## src/rtl/spi_ram_host_ctrl.sv

```systemverilog
// Host-side sequencer for a bit-serial SPI slave fronting a byte RAM.
// Each request becomes two 11-bit frames; reads add a turnaround and an 8-bit MISO capture.
`timescale 1ns/1ps
module spi_ram_host_ctrl #(
  parameter int GAP_CYCLES = 1,
  parameter int RD_WAIT    = 2
) (
  input  logic       clk,
  input  logic       reset,
  input  logic       req_valid,
  output logic       req_ready,
  input  logic       req_wr,
  input  logic [7:0] req_addr,
  input  logic [7:0] req_wdata,
  output logic       rsp_valid,
  output logic [7:0] rsp_rdata,
  output logic       wr_done,
  output logic       SS_n,
  output logic       MOSI,
  input  logic       MISO
);

  typedef enum logic [2:0] {IDLE, CMD, SHIFT, GAP, WAIT, CAPT, DONE} state_e;

  localparam logic [7:0] GAP_M1 = 8'(GAP_CYCLES - 1);
  localparam logic [7:0] GAP_M2 = (GAP_CYCLES >= 2) ? 8'(GAP_CYCLES - 2) : 8'd0;
  localparam logic [7:0] RDW_M1 = 8'(RD_WAIT - 1);

  state_e     state_q, state_d;
  logic [7:0] cnt_q, cnt_d;
  logic [9:0] word_q, word_d;
  logic [7:0] sh_q, sh_d;
  logic [7:0] rdata_q, rdata_d;
  logic [7:0] wdata_q, wdata_d;
  logic [7:0] hold_q, hold_d;
  logic       wr_q, wr_d;
  logic       phase_q, phase_d;
  logic       accept;

  always_ff @(posedge clk) begin
    if (reset) begin
      state_q <= IDLE;
      cnt_q   <= '0;
      word_q  <= '0;
      sh_q    <= '0;
      rdata_q <= '0;
      wdata_q <= '0;
      hold_q  <= '0;
      wr_q    <= 1'b0;
      phase_q <= 1'b0;
    end else begin
      state_q <= state_d;
      cnt_q   <= cnt_d;
      word_q  <= word_d;
      sh_q    <= sh_d;
      rdata_q <= rdata_d;
      wdata_q <= wdata_d;
      hold_q  <= hold_d;
      wr_q    <= wr_d;
      phase_q <= phase_d;
    end
  end

  assign accept = req_valid && req_ready;

  always_comb begin
    state_d = state_q;
    cnt_d   = cnt_q;
    word_d  = word_q;
    sh_d    = sh_q;
    rdata_d = rdata_q;
    wdata_d = wdata_q;
    hold_d  = hold_q;
    wr_d    = wr_q;
    phase_d = phase_q;
    case (state_q)
      IDLE: if (hold_q != 8'd0) hold_d = hold_q - 8'd1;
      CMD: begin
        state_d = SHIFT;
        cnt_d   = 8'd9;
      end
      SHIFT: begin
        word_d = {word_q[8:0], 1'b0};
        if (cnt_q != 8'd0) cnt_d = cnt_q - 8'd1;
        else if (!phase_q) begin
          state_d = GAP;
          cnt_d   = GAP_M1;
        end else if (wr_q) state_d = DONE;
        else begin
          state_d = WAIT;
          cnt_d   = RDW_M1;
        end
      end
      GAP: begin
        if (cnt_q != 8'd0) cnt_d = cnt_q - 8'd1;
        else begin
          state_d = CMD;
          phase_d = 1'b1;
          word_d  = wr_q ? {2'b01, wdata_q} : {2'b11, 8'h00};
        end
      end
      WAIT: begin
        if (cnt_q != 8'd0) cnt_d = cnt_q - 8'd1;
        else begin
          state_d = CAPT;
          cnt_d   = 8'd7;
        end
      end
      CAPT: begin
        sh_d = {sh_q[6:0], MISO};
        if (cnt_q != 8'd0) cnt_d = cnt_q - 8'd1;
        else begin
          state_d = DONE;
          rdata_d = {sh_q[6:0], MISO};
        end
      end
      DONE: begin
        state_d = IDLE;
        hold_d  = GAP_M2;
      end
      default: state_d = IDLE;
    endcase
    // A new request may start from IDLE or, with a one-cycle gap, straight from DONE.
    if (accept) begin
      state_d = CMD;
      wr_d    = req_wr;
      wdata_d = req_wdata;
      phase_d = 1'b0;
      word_d  = {(req_wr ? 2'b00 : 2'b10), req_addr};
    end
  end

  always_comb begin
    SS_n      = 1'b1;
    MOSI      = 1'b0;
    rsp_valid = 1'b0;
    wr_done   = 1'b0;
    req_ready = 1'b0;
    case (state_q)
      IDLE: req_ready = (hold_q == 8'd0) && !reset;
      CMD: begin
        SS_n = 1'b0;
        MOSI = !wr_q;
      end
      SHIFT: begin
        SS_n = 1'b0;
        MOSI = word_q[9];
      end
      WAIT, CAPT: SS_n = 1'b0;
      DONE: begin
        rsp_valid = !wr_q;
        wr_done   = wr_q;
        req_ready = (GAP_CYCLES <= 1) && !reset;
      end
      default: ;
    endcase
  end

  assign rsp_rdata = rdata_q;

endmodule

```

## config.mk

```make
export PLATFORM = sky130hd
export DESIGN_NAME = spi_ram_host_ctrl
export DESIGN_NICKNAME = d
export VERILOG_FILES = /design/src/rtl/spi_ram_host_ctrl.sv
export SDC_FILE = /design/constraint.sdc
export NUM_CORES = 1
export LEC_CHECK = 0
export ABC_CLOCK_PERIOD_IN_PS = 3000
export CAP_MARGIN = 20
export CORE_UTILIZATION = 35
export DETAILED_ROUTE_END_ITERATION = 6
export GPL_TIMING_DRIVEN = 0
export SLEW_MARGIN = 25
export SYNTH_ARGS = -nofsm -noshare
export SYNTH_HDL_FRONTEND = slang
export SYNTH_SLANG_ARGS = --single-unit
```

## constraint.sdc

```tcl
create_clock -name clk -period 3 [get_ports clk]
set_input_delay 0.75 -clock clk [delete_from_list [all_inputs] [get_ports clk]]
set_output_delay 0.75 -clock clk [all_outputs]
set_load 0.02 [all_outputs]
```

==> Yosys cells after proc, flatten, opt, wreduce, memory -nomap -nowiden <==
Cells that the tools add are included.
W data, S select, Z words.
{ "op_classes": {"mux": 26, "n_eq_ne": 18, "n_addsub": 2, "bitwise_logic": 2, "n_reduce_logical": 21} }
{ "ops": {"columns": ["op", "n"], "rows": [
  ["$mux W8", 6],
  ["$pmux W8 S4", 1],
  ["$mux W10", 3],
  ["$pmux W10 S2", 1],
  ["$pmux W3 S6", 1],
  ["$pmux W8 S2", 1],
  ["$reduce_bool A8 Y1", 2],
  ["$sub A8 B1 Y8 const B", 2],
  ["$mux W3", 5],
  ["$ne A2 B2 Y1 const B", 6],
  ["$ne A3 B3 Y1 const B", 4],
  ["$reduce_and A5 Y1", 2],
  ["$eq A3 B3 Y1 const B", 3],
  ["$logic_not A8 Y1", 1],
  ["$reduce_and A2 Y1", 4],
  ["$eq A3 B2 Y1 const B", 2],
  ["$mux W1", 4],
  ["$mux W2", 2],
  ["$ne A4 B4 Y1 const B", 1],
  ["$pmux W1 S2", 2],
  ["$reduce_bool A4 Y1", 1],
  ["$reduce_or A2 Y1", 2],
  ["$reduce_or A4 Y1", 1],
  ["$eq A3 B1 Y1 const B", 1],
  ["other kinds (8)", 11]
]} }
{ "word_totals": {"output_inout_bits": 13, "word_cells": 79, "input_bits": 21, "register_bits": 54} }

==> Depth between registers and ports, before layout <==
Gate-level depths: netlist (run 1).
{ "depth": {"ltp_word": 6, "ltp_mapped": 8, "mapped_depth_nobuf": 6} }

==> Least setup slack after synthesis (run 1) <==
No wires, ideal clock.
{ "synth_path": {"path_type": "register -> output", "startpoint": "reg hold_q[0]", "endpoint": "out req_ready", "n_path_buf": 2, "setup_slack_ps": 380, "t_required_ps": 2250, "arrival_ps": 1870, "path_stages_with_launch": 8, "path_cell_list": "dfxtp_1 -> inv_1 -> ha_1 -> or3b_2 -> buf_2 -> o31a_1 -> clkbuf_1 -> nor2_1"} }
{ "synth_between": {"elab_chain_len": 3} }
{ "synth_lines": {"columns": ["element", "line", "text"], "rows": [
  ["start: declaration", "35", "logic [7:0] hold_q, hold_d;"],
  ["start signal: assignment", "58", "hold_q <= hold_d;"],
  ["$logic_not A8 Y1", "140", "IDLE: req_ready = (hold_q == 8'd0) && !reset;"],
  ["$logic_and A1 B1 Y1", "140", null],
  ["$pmux W1 S2", "139", "case (state_q)"],
  ["end: declaration", "11", "output logic req_ready,"]
]} }
Every way passes these cells.

==> Final worst setup path (run 1) <==
Ends and elaborated chain as after synthesis.

==> results of run 1 <==
==> cells in the final DEF, fill, tap and decap left out, types with 4 or more instances in the layout <==
master / synthesis / final
dfxtp_1: 54 / 54
clkdlybuf4s50_1: 0 / 31
nor2_1: 30 / 30
nand2_1: 28 / 28
a21oi_1: 25 / 25
o21ai_0: 23 / 23
nand3_1: 19 / 19
nor3_1: 16 / 16
clkbuf_1: 13 / 11
inv_1: 8 / 8
mux2i_1: 8 / 8
a311oi_1: 8 / 8
a22oi_1: 7 / 7
clkbuf_8: 0 / 6
buf_2: 5 / 5
or3_1: 5 / 5
a31oi_1: 5 / 5
xor2_1: 4 / 4
o211ai_1: 4 / 4
o22ai_1: 4 / 4
a221oi_1: 4 / 4
==> layout make-up <==
class / instances / area, um^2 / share of cell area, %
Inverter: 9 / 33.78 / 1.038
Sequential cell: 54 / 1081 / 33.23
Tap cell: 99 / 123.9 / 3.808
Timing Repair Buffer: 33 / 322.8 / 9.923
Multi-Input combinational cell: 241 / 1474 / 45.31
Clock buffer: 6 / 82.58 / 2.538
Buffer: 19 / 96.34 / 2.962
Clock inverter: 2 / 38.79 / 1.192
==> stage by stage <==
step           setup WS (ps)  setup TNS [ps]  hold WS (ps)  instances  util (%)
2_1_floorplan          379.6               0         435.7        325         -
3_3_place_gp          -209.4          -209.4         446.0        456     42.62
3_5_place_dp          -201.1          -201.1         455.0        456     42.62
4_1_cts              -0.2642         -0.2642         470.0        462     44.24
5_1_grt               0.1457               0         505.4        463     44.38
6_report               80.25               0         466.1        463     44.38
==> sequential cells by signal (all words and copies together) (netlist names) <==
register	cells
hold_q	8
rsp_rdata	8
word_q	10
state_q	3
wr_q	1
wdata_q	8
sh_q	7
cnt_q	8
phase_q	1
==> routing by layer <==
layer | part of all wire, % | wire length [um] | GRT usage [%]
met5 | 0 | 0 | 0
met4 | 1.7 | 119 | 7.359
met3 | 4.6 | 319 | 3.047
met2 | 46 | 3176 | 29.84
met1 | 48 | 3286 | 25.68
==> power by group through the flow <==
stage	registers [mW]	clock network [mW]	logic, mW
2_1_floorplan	0.928	0	0.951
3_3_place_gp	0.954	0	1.24
3_5_place_dp	0.956	0	1.25
4_1_cts	0.939	0.541	1.26
5_1_grt	0.957	0.568	1.41
6_report	0.942	0.525	1.27
==> final timing paths <==
check / start / cells past startpoint / endpoint
worst max-delay path: hold_q[0] / 7 / req_ready
worst min-delay path: wdata_q[3] / 2 / wdata_q[3]
worst max register to register: cnt_q[0] / 7 / cnt_q[1]
worst min register to register: wdata_q[3] / 2 / wdata_q[3]
==> logic make-up after synthesis <==
group	synth area share (%)
compound gates	24.37
xor+xnor	1.961
fa+ha+maj	1.401
buf+inv	4.995
flops	40.34
mux	3.828
simple gates	23.11
==> worst max-delay path, stage by stage, from the launching register on <==
cell,delay [ps]
dfxtp_1,350
inv_1,80
ha_1,140
or3b_2,430
buf_2,180
o31a_4,400
nor2_1,100
buf_2,170
==> repair_timing <==
item	4_1_cts	5_1_grt
gates cloned	0	0
gates resized for setup	7	1
buffers inserted	0	1
endpoints found under the setup margin	4	3
==> summary.txt, run 1 <==
Global routing
  – GRT Util Overall: 18.84%
  – Vias in the first global route: 2370
  – Grt total ovfl: 0
  – Largest net degree at the start of global routing: 20
  – Antenna violations before repair: 0
  – Global-route wire length before repair: 11.37 mm

CTS
  – CTS max path bufs: 2
  – H-tree levels: 2
  – Worst-path clk slew: 100 ps
  – Root Buffer: clkbuf_8
  – Worst-Skew Late Latency: 320 ps
  – CTS Buf Count: 5
  – Hold buffer count at cts: 0
  – CTS Sinks: 54
  – CTS tree: yes

Setup path
  – Worst path arrival time: 2170 ps
  – Crit end category: output port
  – FF-to-FF setup slack: 590 ps
  – CP Max Fanout: 11
  – Startpoint types: flop
  – Setup CP Type: reg -> out
  – Critical Path RT: 2250 ps

Placement
  – Placed wire-length estimate: ~5.0 mm
  – Placed Instance Area: about 3100 um^2
  – IO Port Bufs: 32
  – Routability Congestion: 0.8540

Power and ir drop
  – PwrDens: 841.1 nW/um^2
  – Worst vdd ir: 0.3417 mV
  – Switching Power: 1.130 mW
  – Clock power share: 19.2%
  – Int Pwr: 1.606 mW
  – Sw Share: 41.29%
  – Total power: 2.736 mW
  – Pleak: 1.189 nW
  – Logic pwr share: 46.4%
  – Register share of total power: around 34%

Logic synthesis
  – Synth area leader: dfxtp_1
  – Number of synthesis warnings: 0
  – Seq/Total Area, Yosys: 40.34%
  – Top FF cell, synth: dfxtp_1
  – Yosys cell types: 54
  – Most frequent cells after synthesis: 54 x dfxtp_1, 30 x nor2_1, 28 x nand2_1, 25 x a21oi_1, 23 x o21ai_0
  – Flops & latches, synth: 54
  – Synth area leaders: dfxtp_1 40%, a21oi_1 4.7%, o21ai_0 4.3%
  – Synthesized area: about 2700 um^2
  – Syn_nets: 349
  – Number of enable flip-flop cells after synthesis: 0
  – Asr flop ratio synth: 0%
  – Post-synthesis cell count: 325
  – Post-synthesis average cell area: 8.246 um^2
  – Top cell type's share of synthesized area: 40.34%
  – Most common cell in the netlist: dfxtp_1

Detailed routing
  – Starting DRC count in detailed routing: 164
  – DR DRC count: 0
  – Post-route ant nets: 0
  – Vias/cell: 5.503
  – WL final: 6.902 mm
  – WL/cell: 14.91 um
  – Vias: 2548
  – First drt pass iteration count: 4

STA
  – Period minus WS final: 2920 ps
  – RSZ-0062 raised after global routing: no
  – Period utilisation layout: 97.33%
  – Worst-Margin Slew: 747.9 ps
  – Clock skew: 8.995 ps
  – Fin. max-slew vios: 0
  – Fmax: roughly 340 MHz
  – Finish-stage setup viols: 0
  – Hold Vio Cnt, Final: 0
  – Slew headroom: 50.14%

Die
  – # IOs: 34
  – DIE AREA: about 8000 um^2
  – Core Box Area: 7331 um^2
  – Die X: between 80 and 90 um
  – Initial Util: 36.56%
  – Rows: 31
  – Die height: 89.51 um

Finish
  – Layout fillers: 744
  – Layout cells sized above 1: ~8%
  – ANT cells: 0
  – Final instance area: 3253 um^2
  – P&R area growth vs syn: 21.38%
  – Nets: 387

Run
  – Maximum capacitance violations: 0

Run status
  – Status: finished, final reports clean

Min path
  – Hold Path Class: reg -> reg
Power figures use the tool's default switching activity.
==> run 2, diff against run 1 <==
Settings changed: CTS_CLUSTER_DIAMETER set to 80.
==> results of run 2 <==
Same layout as run 1: the final DEF is identical, and so are final timing and power.
